**config.mk**
```make
export PLATFORM = sky130hd
export DESIGN_NAME = reset_sequencer
export DESIGN_NICKNAME = d
export VERILOG_FILES = /design/src/rtl/reset_sequencer.sv
export SDC_FILE = /design/constraint.sdc
export NUM_CORES = 1
export LEC_CHECK = 0
export BUFFER_PORTS_ARGS = -buffer_cell sky130_fd_sc_hd__buf_2
export CAP_MARGIN = 20
export CORE_ASPECT_RATIO = 0.7
export CORE_MARGIN = 2
export CORE_UTILIZATION = 56
export CTS_CLUSTER_DIAMETER = 200
export DETAILED_ROUTE_END_ITERATION = 12
export PLACE_DENSITY = 0.75
export SETUP_SLACK_MARGIN = 0.02
export SYNTH_ARGS = -nofsm -noshare
export SYNTH_HDL_FRONTEND = slang
export SYNTH_SLANG_ARGS = --single-unit
```
**constraint.sdc**
```tcl
create_clock -name Clock -period 2.08 [get_ports Clock]
set_input_delay 0.208 -clock Clock [delete_from_list [all_inputs] [get_ports Clock]]
set_output_delay 0.208 -clock Clock [all_outputs]
set_load 0.1 [all_outputs]
```
**src/rtl/reset_sequencer.sv**
```systemverilog
// rtl/reset_sequencer.sv - PLL-lock driven multi-channel staggered reset sequencer
module reset_sequencer #(
    parameter int CHANNELS       = 4,
    parameter int HOLD_CYCLES    = 63,
    parameter int STAGGER_CYCLES = 16,
    parameter int SYNC_STAGES    = 2
) (
    input  logic                Clock,
    input  logic                Reset,
    input  logic                iLocked,
    input  logic                iSoftReset,
    output logic [CHANNELS-1:0] oReset,
    output logic                oRunning,
    output logic [1:0]          oState,
    output logic [7:0]          oLockLossCount
);

    typedef enum logic [1:0] {
        WAIT_LOCK = 2'd0,
        HOLD      = 2'd1,
        RELEASE   = 2'd2,
        RUN       = 2'd3
    } state_t;

    localparam int HW       = (HOLD_CYCLES > 1) ? $clog2(HOLD_CYCLES) : 1;
    localparam int REL_LAST = (CHANNELS - 1) * STAGGER_CYCLES;
    localparam int SW       = (REL_LAST > 1) ? $clog2(REL_LAST + 1) : 1;
    localparam logic [HW-1:0] HOLD_LAST = HW'(HOLD_CYCLES - 1);
    localparam logic [SW-1:0] STAG_LAST = SW'(REL_LAST);

    state_t                 state, state_nx;
    logic [SYNC_STAGES-1:0] sync;
    logic                   lock_s, lock_d, abort;
    logic [HW-1:0]          hold_cnt, hold_nx;
    logic [SW-1:0]          stag_cnt, stag_nx, stag_inc;
    logic [CHANNELS-1:0]    rst_q, rst_nx;
    logic                   run_q, run_nx;
    logic [7:0]             loss_cnt;

    assign lock_s   = sync[SYNC_STAGES-1];
    assign abort    = !lock_s || iSoftReset;
    assign stag_inc = stag_cnt + 1'b1;

    always_ff @(posedge Clock or negedge Reset) begin
        if (!Reset) begin
            state    <= WAIT_LOCK;
            sync     <= '0;
            lock_d   <= 1'b0;
            hold_cnt <= '0;
            stag_cnt <= '0;
            rst_q    <= '1;
            run_q    <= 1'b0;
            loss_cnt <= '0;
        end else begin
            state    <= state_nx;
            sync     <= {sync[SYNC_STAGES-2:0], iLocked};
            lock_d   <= lock_s;
            hold_cnt <= hold_nx;
            stag_cnt <= stag_nx;
            rst_q    <= rst_nx;
            run_q    <= run_nx;
            // Falling edge of the synchronised lock, counted in every state
            if (lock_d && !lock_s && loss_cnt != 8'hFF)
                loss_cnt <= loss_cnt + 8'd1;
        end
    end

    always_comb begin
        state_nx = state;
        case (state)
            WAIT_LOCK: if (lock_s && !iSoftReset) state_nx = HOLD;
            HOLD: begin
                if (abort)
                    state_nx = WAIT_LOCK;
                else if (hold_cnt == HOLD_LAST)
                    state_nx = (CHANNELS == 1) ? RUN : RELEASE;
            end
            RELEASE: begin
                if (abort)
                    state_nx = WAIT_LOCK;
                else if (stag_inc == STAG_LAST)
                    state_nx = RUN;
            end
            RUN: if (abort) state_nx = WAIT_LOCK;
            default: state_nx = WAIT_LOCK;
        endcase
    end

    always_comb begin
        hold_nx = '0;
        stag_nx = stag_cnt;
        rst_nx  = rst_q;
        run_nx  = run_q;
        if (state != WAIT_LOCK && abort) begin
            rst_nx  = '1;
            run_nx  = 1'b0;
            stag_nx = '0;
        end else begin
            case (state)
                WAIT_LOCK: begin
                    rst_nx  = '1;
                    run_nx  = 1'b0;
                    stag_nx = '0;
                end
                HOLD: begin
                    if (hold_cnt == HOLD_LAST) begin
                        rst_nx[0] = 1'b0;
                        stag_nx   = '0;
                        run_nx    = (CHANNELS == 1);
                    end else begin
                        hold_nx = hold_cnt + 1'b1;
                    end
                end
                RELEASE: begin
                    stag_nx = stag_inc;
                    // Channel k drops k*STAGGER_CYCLES edges after RELEASE entry
                    for (int k = 1; k < CHANNELS; k++)
                        if (stag_inc == SW'(k * STAGGER_CYCLES))
                            rst_nx[k] = 1'b0;
                    if (stag_inc == STAG_LAST)
                        run_nx = 1'b1;
                end
                default: ;
            endcase
        end
    end

    assign oReset         = rst_q;
    assign oRunning       = run_q;
    assign oState         = state;
    assign oLockLossCount = loss_cnt;

endmodule

```
==> flow_results.xml, run 1 <==
<?xml version="1.0" encoding="UTF-8"?>
<metrics>
  <group name="grt">
    <metric name="maximum_number_of_pins_on_one_net_before_global_route_repair" unit="">31</metric>
    <metric name="globalRouteTotalUtil" unit="%">20.6</metric>
    <metric name="via_count_of_the_first_global_routing_pass" unit="">985</metric>
    <metric name="grt_antenna_before_repair" unit="">0</metric>
    <metric name="wire_length_of_the_first_global_routing_pass" unit="mm">4.43</metric>
    <metric name="globalRouteOverflowTotal" unit="">0</metric>
  </group>
  <group name="floorplan">
    <metric name="die_w" unit="um">64.8</metric>
    <metric name="initial_core_util" unit="%">59.0</metric>
    <metric name="die_h" unit="um">46.6</metric>
    <metric name="fp-row-count" unit="">15</metric>
    <metric name="die-area" unit="um^2">3020</metric>
    <metric name="io_pins" unit="">19</metric>
    <metric name="core_area" unit="um^2">2460</metric>
  </group>
  <group name="sta">
    <metric name="timing.slew.headroom" unit="%">57.4</metric>
    <metric name="finClkSkew" unit="ps">3.19</metric>
    <metric name="post-route-period-util" unit="%">78.2</metric>
    <metric name="rsz0062_at_grt" unit="">false</metric>
    <metric name="finalHoldViolCount" unit="">0</metric>
    <metric name="timing.setup.tns" unit="ps">0</metric>
    <metric name="maxSlewViolCount" unit="">0</metric>
    <metric name="timing.fmax" unit="MHz">614</metric>
    <metric name="postLayoutSetupSlackWorst" unit="ps">453</metric>
    <metric name="period_minus_slack" unit="ps">1630</metric>
    <metric name="final_setup_violations" unit="">0</metric>
    <metric name="tightestPinTransition" unit="ps">638</metric>
  </group>
  <group name="worst_setup_path">
    <metric name="critPathLaunchType" unit="">flip-flop</metric>
    <metric name="crit_start" unit="">hold_cnt[0]</metric>
    <metric name="critical_path.reg2reg.startpoint" unit="">hold_cnt[0]</metric>
    <metric name="critical_path_required" unit="ps">2230</metric>
    <metric name="cp-end-kind" unit="">flip-flop</metric>
    <metric name="worst-r2r-setup-slack" unit="ps">450</metric>
    <metric name="reg2reg_depth" unit="">6</metric>
    <metric name="r2r-end" unit="">oRunning</metric>
    <metric name="worst-endpoint-arrival" unit="ps">1780</metric>
    <metric name="critical_path.endpoint" unit="">oRunning</metric>
    <metric name="critical_path.max_fanout" unit="">4</metric>
    <metric name="path_class" unit="">reg -&gt; reg</metric>
  </group>
  <group name="clock_network">
    <metric name="clock_path_buffers" unit="">2</metric>
    <metric name="ctsResizeCount" unit="">0</metric>
    <metric name="cts.reportedPaths.clkPinSlew" unit="ps">60</metric>
    <metric name="holdBufCountCts" unit="">1</metric>
    <metric name="clock_tree_from_tritoncts" unit="">yes</metric>
    <metric name="post-cts-setup-buffers" unit="">0</metric>
    <metric name="clock-sinks" unit="">30</metric>
    <metric name="cts_h_tree_depth" unit="">2</metric>
    <metric name="clock-root-buffer" unit="">clkbuf_8</metric>
    <metric name="worst_skew_pair.late_latency" unit="ps">270</metric>
    <metric name="tritoncts.num_buffers" unit="">5</metric>
  </group>
  <group name="final_layout">
    <metric name="final_nets" unit="">160</metric>
    <metric name="antenna_cells_inserted" unit="">0</metric>
    <metric name="area_growth" unit="%">12.9</metric>
    <metric name="drive_gt1_share" unit="%">28.3</metric>
  </group>
  <group name="detailed_routing">
    <metric name="wire_length_per_cell" unit="um">14.0</metric>
    <metric name="firstDrtPassIters" unit="">4</metric>
    <metric name="vias" unit="">1075</metric>
    <metric name="drtIter0Drc" unit="">47</metric>
    <metric name="drt-vias-per-instance" unit="">5.78</metric>
    <metric name="detail_route.drc_violations" unit="">0</metric>
    <metric name="final_antenna_net_count" unit="">0</metric>
    <metric name="finalWirelength" unit="mm">2.60</metric>
  </group>
  <group name="worst_hold_path">
    <metric name="min_path_type" unit="">in -&gt; reg</metric>
    <metric name="min_path_cells" unit="">1</metric>
  </group>
  <group name="synth">
    <metric name="synthArstFlopShare" unit="%">100</metric>
    <metric name="yosysSeqAreaShare" unit="%">52.1</metric>
    <metric name="synth_edf_count" unit="">0</metric>
    <metric name="avgSynthCellArea" unit="um^2">11.2</metric>
    <metric name="yosysTopAreaCellShare" unit="%">44.9</metric>
    <metric name="post-synth-top-area-cell" unit="">dfrtp_1</metric>
    <metric name="ys_types" unit="">39</metric>
    <metric name="synthTopCellsByCount" unit="">26 x dfrtp_1, 11 x nand2_1, 10 x o21ai_0</metric>
    <metric name="synthesized_nets" unit="">138</metric>
    <metric name="synth_area_leaders" unit="">dfrtp_1 45%, dfstp_2 7.2%, xnor2_1 4.8%, ha_1 3.5%, o21ai_0 3.5%</metric>
    <metric name="post-synth-top-count-cell" unit="">dfrtp_1</metric>
    <metric name="netlist_instances" unit="">130</metric>
    <metric name="synth-seq-cells" unit="">30</metric>
    <metric name="synth-warning-count" unit="">0</metric>
    <metric name="synth_top_flop_cell" unit="">dfrtp_1</metric>
    <metric name="netlist_area" unit="um^2">1450</metric>
  </group>
  <group name="place">
    <metric name="place_worst_setup_slack" unit="ps">479</metric>
    <metric name="place.gp.congestion" unit="">0.877</metric>
    <metric name="buffer_ports.inserted" unit="">18</metric>
    <metric name="hpwlAfterDp" unit="mm">1.86</metric>
  </group>
  <group name="pwr">
    <metric name="power_density" unit="nW/um^2">1060</metric>
    <metric name="static-leakage-power" unit="nW">0.713</metric>
    <metric name="peakVddDrop" unit="mV">1.30</metric>
  </group>
  <group name="outcome">
    <metric name="status" unit="">finished clean</metric>
  </group>
  <group name="run">
    <metric name="cap_viol_max_count" unit="">0</metric>
  </group>
</metrics>
## power by group
part / internal, mW / total (mW) / switching, mW
Clock: 0.229 / 0.414 / 0.184
Sequential: 0.643 / 0.726 / 0.0826
Combinational: 0.103 / 0.594 / 0.492
## routing by layer
| layer | share of wire [%] | GRT usage (%) |
|---|---|---|
| met1 | 46 | 24.6 |
| met2 | 48 | 34.6 |
| met3 | 4.7 | 8.31 |
| met4 | 0.96 | 6.81 |
| met5 | 0 | 0 |
## how the worst min path moves through the flow
stage / slack, ps / endpoint / from
after floorplan: -90 / hold_cnt[0] / Reset
after global placement: 260 / stag_cnt[0] / Reset
after detailed placement: 270 / stag_cnt[4] / Reset
after CTS: 40 / sync[0] / iLocked
after global routing: 30 / sync[0] / iLocked
final: 50 / sync[0] / iLocked
## stage by stage
stage	cell area [um^2]	power [mW]	utilization, %	cells	hold WS, ps
after floorplan	1450	1.22	-	130	-87.6
after global placement	1550	1.32	63.1	178	263
after detailed placement	1550	1.33	63.1	178	272
after CTS	1640	1.75	66.6	186	43.4
after global routing	1640	1.81	66.6	186	31.8
final	1640	1.73	66.6	186	49.2
## area by class of cell
| class | instances | area, um^2 |
|---|---|---|
| clock buffers | 7 | 76.3 |
| fillers | 215 | 822 |
| inverters | 3 | 13.8 |
| multi-input cells | 93 | 648 |
| flip-flops and latches | 30 | 756 |
| well taps | 34 | 42.5 |
| repair buffers | 19 | 100 |
## placed cells by master, fill, tap and decap left out, drive strengths merged, types with 2 or more instances in the layout
master / count
nand2: 11
nand4: 3
ha: 4
a22o: 2
o21ai: 10
clkbuf: 7
nand2b: 2
dfstp: 4
xnor2: 8
nor2: 14
nor2b: 2
or2: 2
o311a: 2
inv: 3
dfrtp: 26
buf: 18
nor3: 2
nand3: 8
and3: 3
a21oi: 2
xor2: 5
## registers in the layout, summed over array words and instances (netlist names)
register	count
oLockLossCount	8
hold_cnt	6
stag_cnt	6
oReset	4
oState	2
sync	2
lock_d	1
oRunning	1
## cell families after synthesis
family | after synthesis | synth area share, %
AOI/OAI and AO/OA | 23 | 12.3
buffers and inverters | 7 | 3.19
xor gates and xnor gates | 13 | 7.85
and+or+nand+nor | 52 | 20.3
adders and majority gates | 4 | 3.45
muxes | 1 | 0.776
DFF | 30 | 52.1
## worst max-delay path: stages, from the launching register on
cell     delay, ps
dfrtp_1        420
inv_1           80
ha_1           150
nand3_1        100
or2_2          310
and3_2         210
o221a_2        230
Note: power is estimated with default switching activity, not from simulation.
==> run 2, diff against run 1 <==
clock period = 1.5 ns   (was 2.08 ns; I/O delays follow)
==> run 2 against run 1 <==
Compared with the run above: clock power up 63%; routed wire length up 11%; total power up 54%; cell count up 5.4%; sequential share of layout area down 2.9 points; flip-flop and latch count unchanged; via count up 2.1%; sequential power up 43%; count of clock-buffer cells in the layout down 1; die area unchanged; non-clock buffer count up 9; critical endpoint is now oLockLossCount[6]; largest power group unchanged.
==> flow_results.xml, run 2 (synthesis gave the netlist of run 1 again) <==
<?xml version="1.0" encoding="UTF-8"?>
<metrics>
  <group name="outcome">
    <metric name="status" unit="">finished clean</metric>
  </group>
  <group name="grt">
    <metric name="globalRouteOverflowTotal" unit="">0</metric>
    <metric name="via_count_of_the_first_global_routing_pass" unit="">1002</metric>
    <metric name="globalRouteTotalUtil" unit="%">21.2</metric>
    <metric name="wire_length_of_the_first_global_routing_pass" unit="mm">4.58</metric>
    <metric name="grt_antenna_before_repair" unit="">0</metric>
    <metric name="maximum_number_of_pins_on_one_net_before_global_route_repair" unit="">31</metric>
  </group>
  <group name="floorplan">
    <metric name="io_pins" unit="">19</metric>
    <metric name="core_area" unit="um^2">2460</metric>
    <metric name="fp-row-count" unit="">15</metric>
    <metric name="die_h" unit="um">46.6</metric>
    <metric name="initial_core_util" unit="%">59.0</metric>
    <metric name="die-area" unit="um^2">3020</metric>
    <metric name="die_w" unit="um">64.8</metric>
  </group>
  <group name="worst_setup_path">
    <metric name="cp-end-kind" unit="">flip-flop</metric>
    <metric name="critical_path.max_fanout" unit="">8</metric>
    <metric name="critical_path_required" unit="ps">1670</metric>
    <metric name="worst-endpoint-arrival" unit="ps">1660</metric>
    <metric name="critPathLaunchType" unit="">flip-flop</metric>
    <metric name="path_class" unit="">reg -&gt; reg</metric>
  </group>
  <group name="final_layout">
    <metric name="drive_gt1_share" unit="%">43.2</metric>
    <metric name="mostFrequentLayoutCells" unit="">18 x buf_2, 16 x dfrtp_1, 11 x nand2_1</metric>
    <metric name="multi_input_logic_area" unit="um^2">712</metric>
    <metric name="layout.area.seq" unit="um^2">788</metric>
    <metric name="max_ffs_per_register" unit="">8</metric>
    <metric name="antenna_cells_inserted" unit="">0</metric>
    <metric name="final_nets" unit="">169</metric>
    <metric name="area_growth" unit="%">25.6</metric>
    <metric name="fillerInstances" unit="">192</metric>
    <metric name="mostFrequentLayoutCell" unit="">buf_2</metric>
    <metric name="final_util" unit="%">74.1</metric>
  </group>
  <group name="sta">
    <metric name="final_setup_violations" unit="">0</metric>
    <metric name="timing.fmax" unit="MHz">671</metric>
    <metric name="maxSlewViolCount" unit="">0</metric>
    <metric name="finalHoldViolCount" unit="">0</metric>
    <metric name="worst_hold_slack" unit="ps">222</metric>
    <metric name="rsz0062_at_grt" unit="">true</metric>
    <metric name="period_minus_slack" unit="ps">1490</metric>
    <metric name="tightestPinTransition" unit="ps">665</metric>
    <metric name="finClkSkew" unit="ps">8.88</metric>
    <metric name="timing.slew.headroom" unit="%">55.7</metric>
    <metric name="post-route-period-util" unit="%">99.4</metric>
  </group>
  <group name="place">
    <metric name="place.gp.congestion" unit="">0.808</metric>
    <metric name="buffer_ports.inserted" unit="">18</metric>
    <metric name="hpwlAfterDp" unit="mm">2.00</metric>
  </group>
  <group name="detailed_routing">
    <metric name="final_antenna_net_count" unit="">0</metric>
    <metric name="finalWirelength" unit="mm">2.87</metric>
    <metric name="drt-vias-per-instance" unit="">5.60</metric>
    <metric name="drtIter0Drc" unit="">81</metric>
    <metric name="wire_length_per_cell" unit="um">14.7</metric>
    <metric name="detail_route.drc_violations" unit="">0</metric>
    <metric name="firstDrtPassIters" unit="">4</metric>
    <metric name="vias" unit="">1098</metric>
  </group>
  <group name="clock_network">
    <metric name="clock_path_buffers" unit="">2</metric>
    <metric name="clock-sinks" unit="">30</metric>
    <metric name="clock_tree_from_tritoncts" unit="">yes</metric>
    <metric name="tritoncts.num_buffers" unit="">5</metric>
    <metric name="worst_skew_pair.late_latency" unit="ps">280</metric>
    <metric name="clock-root-buffer" unit="">clkbuf_8</metric>
    <metric name="cts.reportedPaths.clkPinSlew" unit="ps">70</metric>
    <metric name="cts_h_tree_depth" unit="">2</metric>
  </group>
  <group name="pwr">
    <metric name="swShare" unit="%">42.8</metric>
    <metric name="peakVddDrop" unit="mV">1.06</metric>
    <metric name="p_comb_share" unit="%">35.5</metric>
    <metric name="power_density" unit="nW/um^2">1460</metric>
    <metric name="p_int" unit="mW">1.52</metric>
    <metric name="static-leakage-power" unit="nW">0.771</metric>
    <metric name="pwr-share-seq" unit="%">39.2</metric>
    <metric name="total_switching_power" unit="mW">1.14</metric>
    <metric name="clock_power_share" unit="%">25.3</metric>
  </group>
  <group name="worst_hold_path">
    <metric name="min_path_type" unit="">in -&gt; reg</metric>
  </group>
  <group name="run">
    <metric name="cap_viol_max_count" unit="">0</metric>
  </group>
</metrics>
[run 2: cell types whose count changed in the layout (fill, tap and decap cells not counted), sizes merged]
cell,change
clkinvlp,+1
clkinv,+1
clkbuf,-1
buf,+8
dlygate4sd3,+1
[run 2: final timing paths]
check,slack [ps],depth (start not counted),startpoint,endpoint
worst max-delay path,9,4,oLockLossCount[0],oLockLossCount[6]
worst min-delay path,220,3,iSoftReset,oState[1]
worst max register to register,9,4,oLockLossCount[0],oLockLossCount[6]
worst min register to register,350,0,sync[0],sync[1]
max in group asynchronous,570,2,Reset,oLockLossCount[0]
min in group asynchronous,430,2,Reset,hold_cnt[5]
[run 2: through the flow]
stage	worst slack, ps	std cells	total power, mW	setup TNS [ps]	cell area (um^2)
6_report	9.11	196	2.66	0	1820
5_1_grt	-52.7	196	2.77	-110	1820
4_1_cts	5.99	195	2.65	0	1790
3_5_place_dp	-14.5	181	1.94	-14.5	1640
3_3_place_gp	42.4	181	1.92	0	1640
2_1_floorplan	-95.5	130	1.80	-906	1530
[run 2: worst max-delay path, stage by stage (launching register included)]
cell and delay, ps:
dfrtp_4 500, ha_4 190, a41oi_4 340, nand4_1 190, xnor2_1 160
[run 2: cell type report]
class	count	area share [%]
clock buffers	6	4.53
clock inverters	2	0.687
inverters	3	0.755
multi-input cells	93	39.1
flip-flops and latches	30	43.3
well taps	34	2.34
repair buffers	28	9.34
[run 2: per-layer routing]
| layer | vias up | part of all wire, % | global-route usage (%) |
|---|---|---|---|
| met2 | 25 | 47 | 31.8 |
| met3 | 5 | 4.1 | 5.87 |
| met1 | 543 | 48 | 29.3 |
| met5 | - | 0 | 0 |
| met4 | 0 | 0.97 | 8.94 |
| li1 | 525 | - | - |
[run 2: repair_timing]
| action | 4_1_cts | 5_1_grt |
|---|---|---|
| hold endpoints to repair | 27 | 0 |
| hold buffers | 2 | 0 |
| buffers inserted | 4 | 1 |
| setup endpoints to repair | 6 | 11 |
| resized for setup | 0 | 6 |
| pin swaps | 4 | 8 |
[run 2: power by group through the flow]
| stage | clock network [mW] | logic [mW] | registers, mW |
|---|---|---|---|
| 5_1_grt | 0.724 | 0.985 | 1.06 |
| 3_3_place_gp | 0 | 0.856 | 1.07 |
| 6_report | 0.674 | 0.945 | 1.04 |
| 4_1_cts | 0.691 | 0.923 | 1.04 |
| 3_5_place_dp | 0 | 0.868 | 1.08 |
| 2_1_floorplan | 0 | 0.180 | 1.62 |
